## config.mk

```make
export PLATFORM = sky130hd
export DESIGN_NAME = adc_capture_port
export DESIGN_NICKNAME = d
export VERILOG_FILES = /design/src/rtl/adc_capture_port.sv
export SDC_FILE = /design/constraint.sdc
export NUM_CORES = 1
export LEC_CHECK = 0
export ABC_AREA = 1
export BUFFER_PORTS_ARGS = -buffer_cell sky130_fd_sc_hd__buf_2
export CORE_ASPECT_RATIO = 0.8
export CORE_UTILIZATION = 50
export CTS_CLUSTER_SIZE = 16
export DETAILED_ROUTE_END_ITERATION = 7
export PLACE_DENSITY_LB_ADDON = 0.08
export SLEW_MARGIN = 20
export SYNTH_ARGS = -nofsm -noshare
export SYNTH_HDL_FRONTEND = slang
export SYNTH_SLANG_ARGS = --single-unit
```

## constraint.sdc

```tcl
create_clock -name clk -period 3.75 [get_ports clk]
set_clock_uncertainty 0.2 [all_clocks]
set_input_delay 0.1875 -clock clk [delete_from_list [all_inputs] [get_ports clk]]
set_output_delay 0.1875 -clock clk [all_outputs]
set_load 0.005 [all_outputs]
```

## src/rtl/adc_capture_port.sv

```systemverilog
// ADC capture peripheral on the 6502 test-unit bus: a programmable-rate sampler
// that fills a small FIFO, read back through CTRL/STATUS/DATA/DIV byte registers.
module adc_capture_port #(
  parameter int          DEPTH_LOG2 = 4,
  parameter logic [7:0]  DIV_INIT   = 8'h00
) (
  input  logic       clk,
  input  logic       reset_n,
  input  logic       cs,
  input  logic       we,
  input  logic [1:0] addr,
  input  logic [7:0] din,
  output logic [7:0] dout,
  output logic       irq,
  input  logic [7:0] adc_data
);
  localparam int DEPTH = 1 << DEPTH_LOG2;
  localparam int PW    = DEPTH_LOG2 + 1;

  typedef enum logic [1:0] {ST_IDLE = 2'd0, ST_CAP = 2'd1, ST_DONE = 2'd2} state_e;

  state_e        state_q, state_d;
  logic          arm_q, arm_d, cont_q, cont_d, irq_en_q, irq_en_d;
  logic          ovf_q, ovf_d, done_q, done_d, irq_q, irq_d;
  logic [7:0]    div_q, div_d, cnt_q, cnt_d, dout_q, dout_d;
  logic [PW-1:0] wptr_q, wptr_d, rptr_q, rptr_d, count;
  logic [7:0]    mem [DEPTH];

  logic ctrl_wr, stat_wr, div_wr, data_rd, flush;
  logic empty, full, strobe, pop, push, drop, make_done;

  assign ctrl_wr = cs & we & (addr == 2'd0);
  assign stat_wr = cs & we & (addr == 2'd1);
  assign div_wr  = cs & we & (addr == 2'd3);
  assign data_rd = cs & ~we & (addr == 2'd2);
  assign flush   = ctrl_wr & din[7];

  assign count = wptr_q - rptr_q;
  assign empty = (wptr_q == rptr_q);
  assign full  = (wptr_q[PW-1] != rptr_q[PW-1]) &&
                 (wptr_q[PW-2:0] == rptr_q[PW-2:0]);

  // >= rather than == so a DIV lowered mid-capture cannot strand the divider
  assign strobe    = (state_q == ST_CAP) && (cnt_q >= div_q);
  assign pop       = data_rd & ~empty;
  assign push      = strobe & ~flush & (~full | pop);
  assign drop      = strobe & ~flush & full & ~pop;
  assign make_done = push & ~pop & (count == PW'(DEPTH - 1)) & ~cont_q;

  always_comb begin
    arm_d    = arm_q;
    cont_d   = cont_q;
    irq_en_d = irq_en_q;
    if (ctrl_wr) begin
      arm_d    = din[0];
      cont_d   = din[1];
      irq_en_d = din[2];
    end
    div_d = div_wr ? din : div_q;

    wptr_d = push ? wptr_q + PW'(1) : wptr_q;
    rptr_d = pop  ? rptr_q + PW'(1) : rptr_q;
    ovf_d  = ovf_q | drop;
    done_d = done_q | make_done;
    // CPU clears take priority over a same-cycle set
    if (stat_wr && din[2]) ovf_d  = 1'b0;
    if (stat_wr && din[3]) done_d = 1'b0;
    if (flush) begin
      wptr_d = '0;
      rptr_d = '0;
      ovf_d  = 1'b0;
      done_d = 1'b0;
    end

    state_d = state_q;
    cnt_d   = '0;
    case (state_q)
      ST_IDLE: if (arm_d) state_d = ST_CAP;
      ST_CAP: begin
        if (!arm_d)         state_d = ST_IDLE;
        else if (make_done) state_d = ST_DONE;
        else                cnt_d   = strobe ? 8'd0 : cnt_q + 8'd1;
      end
      ST_DONE: begin
        if (!arm_d)     state_d = ST_IDLE;
        else if (flush) state_d = ST_CAP;
      end
      default: state_d = ST_IDLE;
    endcase

    dout_d = dout_q;
    if (cs && !we) begin
      case (addr)
        2'd0: dout_d = {5'b0, irq_en_q, cont_q, arm_q};
        2'd1: dout_d = {2'b0, state_q, done_q, ovf_q, full, empty};
        2'd2: dout_d = empty ? 8'h00 : mem[rptr_q[PW-2:0]];
        default: dout_d = div_q;
      endcase
    end

    irq_d = irq_en_q & (done_q | ovf_q);
  end

  always_ff @(posedge clk or negedge reset_n) begin
    if (!reset_n) begin
      state_q  <= ST_IDLE;
      arm_q    <= 1'b0;
      cont_q   <= 1'b0;
      irq_en_q <= 1'b0;
      div_q    <= DIV_INIT;
      cnt_q    <= '0;
      wptr_q   <= '0;
      rptr_q   <= '0;
      ovf_q    <= 1'b0;
      done_q   <= 1'b0;
      dout_q   <= 8'h00;
      irq_q    <= 1'b0;
    end else begin
      state_q  <= state_d;
      arm_q    <= arm_d;
      cont_q   <= cont_d;
      irq_en_q <= irq_en_d;
      div_q    <= div_d;
      cnt_q    <= cnt_d;
      wptr_q   <= wptr_d;
      rptr_q   <= rptr_d;
      ovf_q    <= ovf_d;
      done_q   <= done_d;
      dout_q   <= dout_d;
      irq_q    <= irq_d;
    end
  end

  // sample storage needs no reset; occupancy is tracked by the pointers
  always_ff @(posedge clk) begin
    if (push) mem[wptr_q[PW-2:0]] <= adc_data;
  end

  assign dout = dout_q;
  assign irq  = irq_q;
endmodule

```

## Word level (Yosys, flattened, before mapping)

Memories as Yosys holds them, arrays and structs flattened.
Cells that the tools add are included.

| storage, ports and cells | value |
|---|---|
| register bits after elaboration | 42 |
| bits in latches | 0 |
| memory bits (writable) | 128 |
| bits in read-only memories | 0 |
| output and inout port bits | 9 |
| logic and storage cells | 90 |
| memories kept | 1 |

Memory list:

| memory | depth | bits a word | read ports | clocked after Yosys merged registers in | write ports | RTL line | RTL |
|---|---|---|---|---|---|---|---|
| mem | 16 | 8 | 1 | 0 | 1 | 27 | `logic [7:0] mem [DEPTH];` |

| cells by class | value |
|---|---|
| add/subtract/negate cells | 4 |
| multipliers | 0 |
| div/mod/pow operators | 0 |
| order comparisons | 1 |
| equal/unequal tests | 12 |
| shifts and indexed selects | 0 |
| muxes and demuxes | 23 |
| bitwise gates (word level) | 26 |
| reduce and logical (&&, ||, !) cells | 11 |

Operators with widths:

| kind | number |
|---|---|
| 8-bit 2-to-1 mux | 5 |
| 8-bit case mux with 3 select lines | 1 |
| 5-bit 2-to-1 mux | 4 |
| 1-bit AND | 16 |
| 5-bit by 1-bit adder with 5-bit output, second input constant | 2 |
| 2-bit 2-to-1 mux | 5 |
| 8-bit by 1-bit adder with 8-bit output, second input constant | 1 |
| 8-bit greater-or-equal comparator | 1 |
| 1-bit 2-to-1 mux | 7 |
| 2-bit == test, second input constant | 3 |
| 3-bit != test, second input constant | 2 |
| 1-bit inverter | 6 |
| 2-bit case mux with 3 select lines | 1 |
| 5-bit by 4-bit == test with 1-bit output, second input constant | 1 |
| 5-bit == test | 1 |
| 1-bit logical AND | 5 |
| 5-bit subtractor | 1 |
| 2-bit by 1-bit == test with 1-bit output, second input constant | 2 |
| 4-bit == test | 1 |
| 2-bit logical NOT | 2 |
| 1-bit OR | 4 |
| 2-bit nonzero test | 2 |
| 3-bit AND reduction | 1 |
| 2-bit != test, second input constant | 1 |
| 2 further kinds | 2 |

## Logic depth before layout (Yosys ltp)

| depth | value |
|---|---|
| depth after elaboration | 12 |
| mapped depth | 14 |
| depth with buffers taken out | 14 |

## Worst setup path before layout

OpenSTA, ideal clock, no wires.

| timing | value |
|---|---|
| path kind | flip-flop to flip-flop |
| from | register rptr_q[3] |
| to | memory mem[4][0], enable pin |
| data arrival time | 2261 ps |
| slack | 906 ps |
| cell stages (with the launch flop) | 11 |
| period minus slack after synthesis | 2844 ps |
| cell sequence | dfrtp_1 > inv_1 > clkbuf_1 > ha_1 > nand2_1 > nor2_2 > nand3_1 > nand3_2 > buf_6 > buf_6 > nor3_1 |

| between the ends | value |
|---|---|
| cells in the longest elaborated chain, start to end | 7 |
| elaborated cells on any way between the ends | 10 |

Ends and longest elaborated chain:

| item | RTL line | RTL |
|---|---|---|
| from (decl) | 26 | `logic [PW-1:0] wptr_q, wptr_d, rptr_q, rptr_d, count;` |
| from (signal assigned) | 126 | `rptr_q <= rptr_d;` |
| 5-bit == test / 4-bit == test (equally long branches) | 39, 41 |  |
| 1-bit inverter / 1-bit logical AND (equally long branches) | 45, 40 |  |
| 1-bit AND / 1-bit inverter (equally long branches) | 45, 46 |  |
| 1-bit OR (*) | 46 | `assign push = strobe & ~flush & (~full \| pop);` |
| 1-bit AND (*) | 46 |  |
| 1-bit 2-to-1 mux (*) | 136 | `if (push) mem[wptr_q[PW-2:0]] <= adc_data;` |
| 1-bit 2-to-1 mux (not written as such) (*) | 136 |  |
| to (decl) | 27 |  |

Mark *: on every way between the ends. The rest lies on a longest branch, timed or not.

## Final worst setup path

| timing | value |
|---|---|
| from | register rptr_q[2] |
| to | memory mem[11][1], enable pin |

Same word-level chain as after synthesis.

==> results by group <==
Run status
  – Run status: finished, final reports clean

Die
  – Initial Util: between 50% and 60%
  – Die Ht: between 100 and 150 microns
  – Die width: about 140 microns
  – Core area: ~16000 sq um
  – Die area: roughly 17000 sq um
  – FP Rows: 41
  – I/O pin cnt: 31

GRT
  – Vias in the first global route: about 5500
  – Met1 usage: between 30% and 40%
  – GRT met2 Usage: between 30% and 40%
  – GRT Overall Usage: 25.1%
  – Met3 Use GR: under 10%
  – Largest net degree at the start of global routing: between 60 and 70
  – First-pass GRT wire length: about 30 mm
  – Number of antenna violations at the first check in global routing: 0
  – Busiest grt layer: met1
  – GR Overflow Total: 0

Critical path
  – Max stage delay on crit path: approximately 0.66 ns
  – CP startpoint kind: flip-flop
  – Buf/Inv on CP: 1
  – Register-to-register setup slack: 0.75 ns
  – Crit end category: flip-flop
  – Delay-heaviest family, CP: simple AND/OR/NAND/NOR gates
  – Critical Path Fanout Max: 13
  – Cell Chain, Critical Path: inv_2, ha_1, nand2_1, nor2_2, nand3_1, nand3_2, nor2_1, nand2_1, nor2_1
  – Critical Path RT: 3.59 ns
  – Critical Path AT: ~2.8 ns
  – CP Class: flip-flop to flip-flop
  – Slowest cell on the critical path: nor2_1

Detailed routing
  – Vias per std cell: 5.28
  – Vias post-DR: 5996
  – DRC viols: 0
  – Wire per inst: about 17 microns
  – Antenna Violating Nets Remaining: 0
  – First-pass DRT Iterations: 6
  – Total routed wirelength: 19.6 mm
  – Number of DRC markers in iteration 0: a little over 600

Place
  – Inst Count DP: about 1100
  – I/O Buffers: 30
  – Area after DPL: between 8000 and 9000 sq um
  – Hpwl dp: about 14 mm
  – Routability Congestion: around 0.9

Synth
  – FF+latch count, synth: 170
  – Syn Inst Count: between 800 and 900
  – Async SR Flop Fraction: 24.7%
  – Ys Warns: 0
  – Synthesized Nets: approximately 900
  – Syn Area/Cell: between 9 and 10 sq um
  – Post-synthesis instance area: about 8100 sq um
  – Number of library cell types mapped by synthesis: 35
  – Register area share after synthesis: slightly above 60%
  – Ys flop type: edfxtp_1
  – Post-synth EDFFs: 128

STA
  – RSZ-0062 raised after global routing: no
  – Pins Over Slew Limit: 0
  – Slew @ Worst Pin: around 1.0 ns
  – Post-route clock period utilization: 80.1%
  – Achievable Freq: roughly 330 MHz
  – Finish-stage setup viols: 0
  – Hold Vio Cnt, Final: 0
  – Rel. slew slack: 29.9%
  – Setup TNS Final: 0 ns
  – Min Tclk post-route: about 3 ns

Final layout
  – Filler Cell Count: around 1400
  – Post-Layout Cell Count: approximately 1100
  – Final instance area: between 9000 and 10000 sq um
  – Share of post-route cells with drive strength above 1: 10.5%
  – Area growth, synth to finish: 13.5%
  – Diode count: 0
  – Nets: ~950
  – Most frequent cells in the layout: nand2_1 (244), inv_1 (141), edfxtp_1 (128), nand3_1 (85), nor2_1 (45)
  – Post-layout util: approximately 58%
  – Commonest non-fill, non-tap cell in the layout: nand2_1

CTS
  – CTS tree: done
  – Worst-case clock buffer depth: 2
  – Clock tree sinks: 170
  – Clk Latency, worst-skew pair: around 0.42 ns
  – H-tree lvl count: 4
  – CTS buffer count: 17
  – Clock-pin slew on the worst setup and hold paths: 0.06 ns
  – Clock Root Buffer: clkbuf_16

Power and ir drop
  – Maximum vdd drop: between 0.0003 and 0.0004 V
  – Power, Total: between 5 and 6 mW
  – Pwr dens: 643 nW/um^2
  – Leak: about 4.2 nW

Min path
  – Type of the worst min-delay path: input pin to flip-flop

Flow run
  – # Max-Cap Violations: 0
stage by stage:
step                      worst slack, ns  hold WS [ns]
final                               0.747        0.0231
after global routing                0.572       0.00914
after CTS                           0.778       0.00990
after detailed placement            0.837         0.198
after global placement              0.950         0.174
after floorplan                     0.906        -0.308
worst paths after layout:
kind | startpoint | end | cells after the start
setup / recovery | rptr_q[2] | mem[11][1] | 9
min in group asynchronous | reset_n | div_q[4] | 2
max in group asynchronous | reset_n | rptr_q[0] | 2
hold reg to reg | dout[4] | dout[4] | 2
hold / removal | adc_data[5] | mem[5][5] | 1
setup reg to reg | rptr_q[2] | mem[11][1] | 9
kinds of logic after synthesis:
family | count (synthesis) | synth area share [%]
XOR/XNOR | 10 | 1.08
buffers and inverters | 178 | 8.70
adder cells (fa/ha/maj) | 19 | 3.03
multiplexers | 2 | 0.263
AND/OR/NAND/NOR | 413 | 21.8
AO/OA/AOI/OAI | 70 | 4.68
flip-flops | 170 | 60.5
where the power goes:
group	switching [mW]	leakage (nW)	internal (mW)
clock network	0.696	0.292	0.984
logic	1.39	2.22	0.594
registers	0.109	1.69	2.14
timing repair:
item,in CTS,in global routing
buffers inserted,0,0
resized for setup,0,0
hold buffers,12,0
hold endpoints to repair,61,0
Yosys cell counts, types with 2 or more instances:
master | instances | area share, %
o21ai_0 | 30 | 1.9
buf_2 | 17 | 1.1
xnor2_1 | 2 | 0.22
nand3b_1 | 4 | 0.37
o22ai_1 | 5 | 0.39
inv_1 | 141 | 6.5
edfxtp_1 | 128 | 47
dfrtp_1 | 42 | 13
o21ai_1 | 4 | 0.25
nand2_1 | 244 | 11
inv_2 | 6 | 0.28
nor3_1 | 17 | 1.1
nor2_1 | 45 | 2.1
clkbuf_1 | 12 | 0.56
nand2_2 | 3 | 0.23
ha_1 | 18 | 2.8
o211ai_1 | 5 | 0.46
xor2_1 | 8 | 0.87
nand4_1 | 5 | 0.39
nor2_2 | 3 | 0.23
nand3_1 | 85 | 5.3
a21oi_1 | 22 | 1.4
nor3_2 | 2 | 0.25
nand3_2 | 2 | 0.25
buf_6 | 2 | 0.28
state kept, by name, indices dropped and copies added (netlist names):
register  cells
wptr_q        5
irq           1
arm_q         1
done_q        1
cnt_q         8
rptr_q        5
irq_en_q      1
div_q         8
mem         128
ovf_q         1
cont_q        1
state_q       2
dout          8
layout make-up:
cell class / instances / area, sq um / area share, %
sequential: 170 / 4900 / 53.3
multi-input combinational: 514 / 2500 / 27.2
inverter: 147 / 552 / 6.01
clock buffer: 24 / 524 / 5.71
timing repair buffer: 58 / 393 / 4.28
tap: 215 / 269 / 2.93
clock inverter: 8 / 55.1 / 0.599
layer usage:
metal | share of wire (%) | vias to the layer above
li1 | - | 2883
met5 | 0 | -
met4 | 1.5 | 0
met2 | 43 | 233
met1 | 48 | 2856
met3 | 7.2 | 24
worst register-to-register path: stages (launching register included):
cell	delay [ns]
dfrtp_1	0.60
inv_2	0.16
ha_1	0.39
nand2_1	0.12
nor2_2	0.07
nand3_1	0.11
nand3_2	0.09
nor2_1	0.11
nand2_1	0.10
nor2_1	0.66
Note: power is estimated with default switching activity, not from simulation.
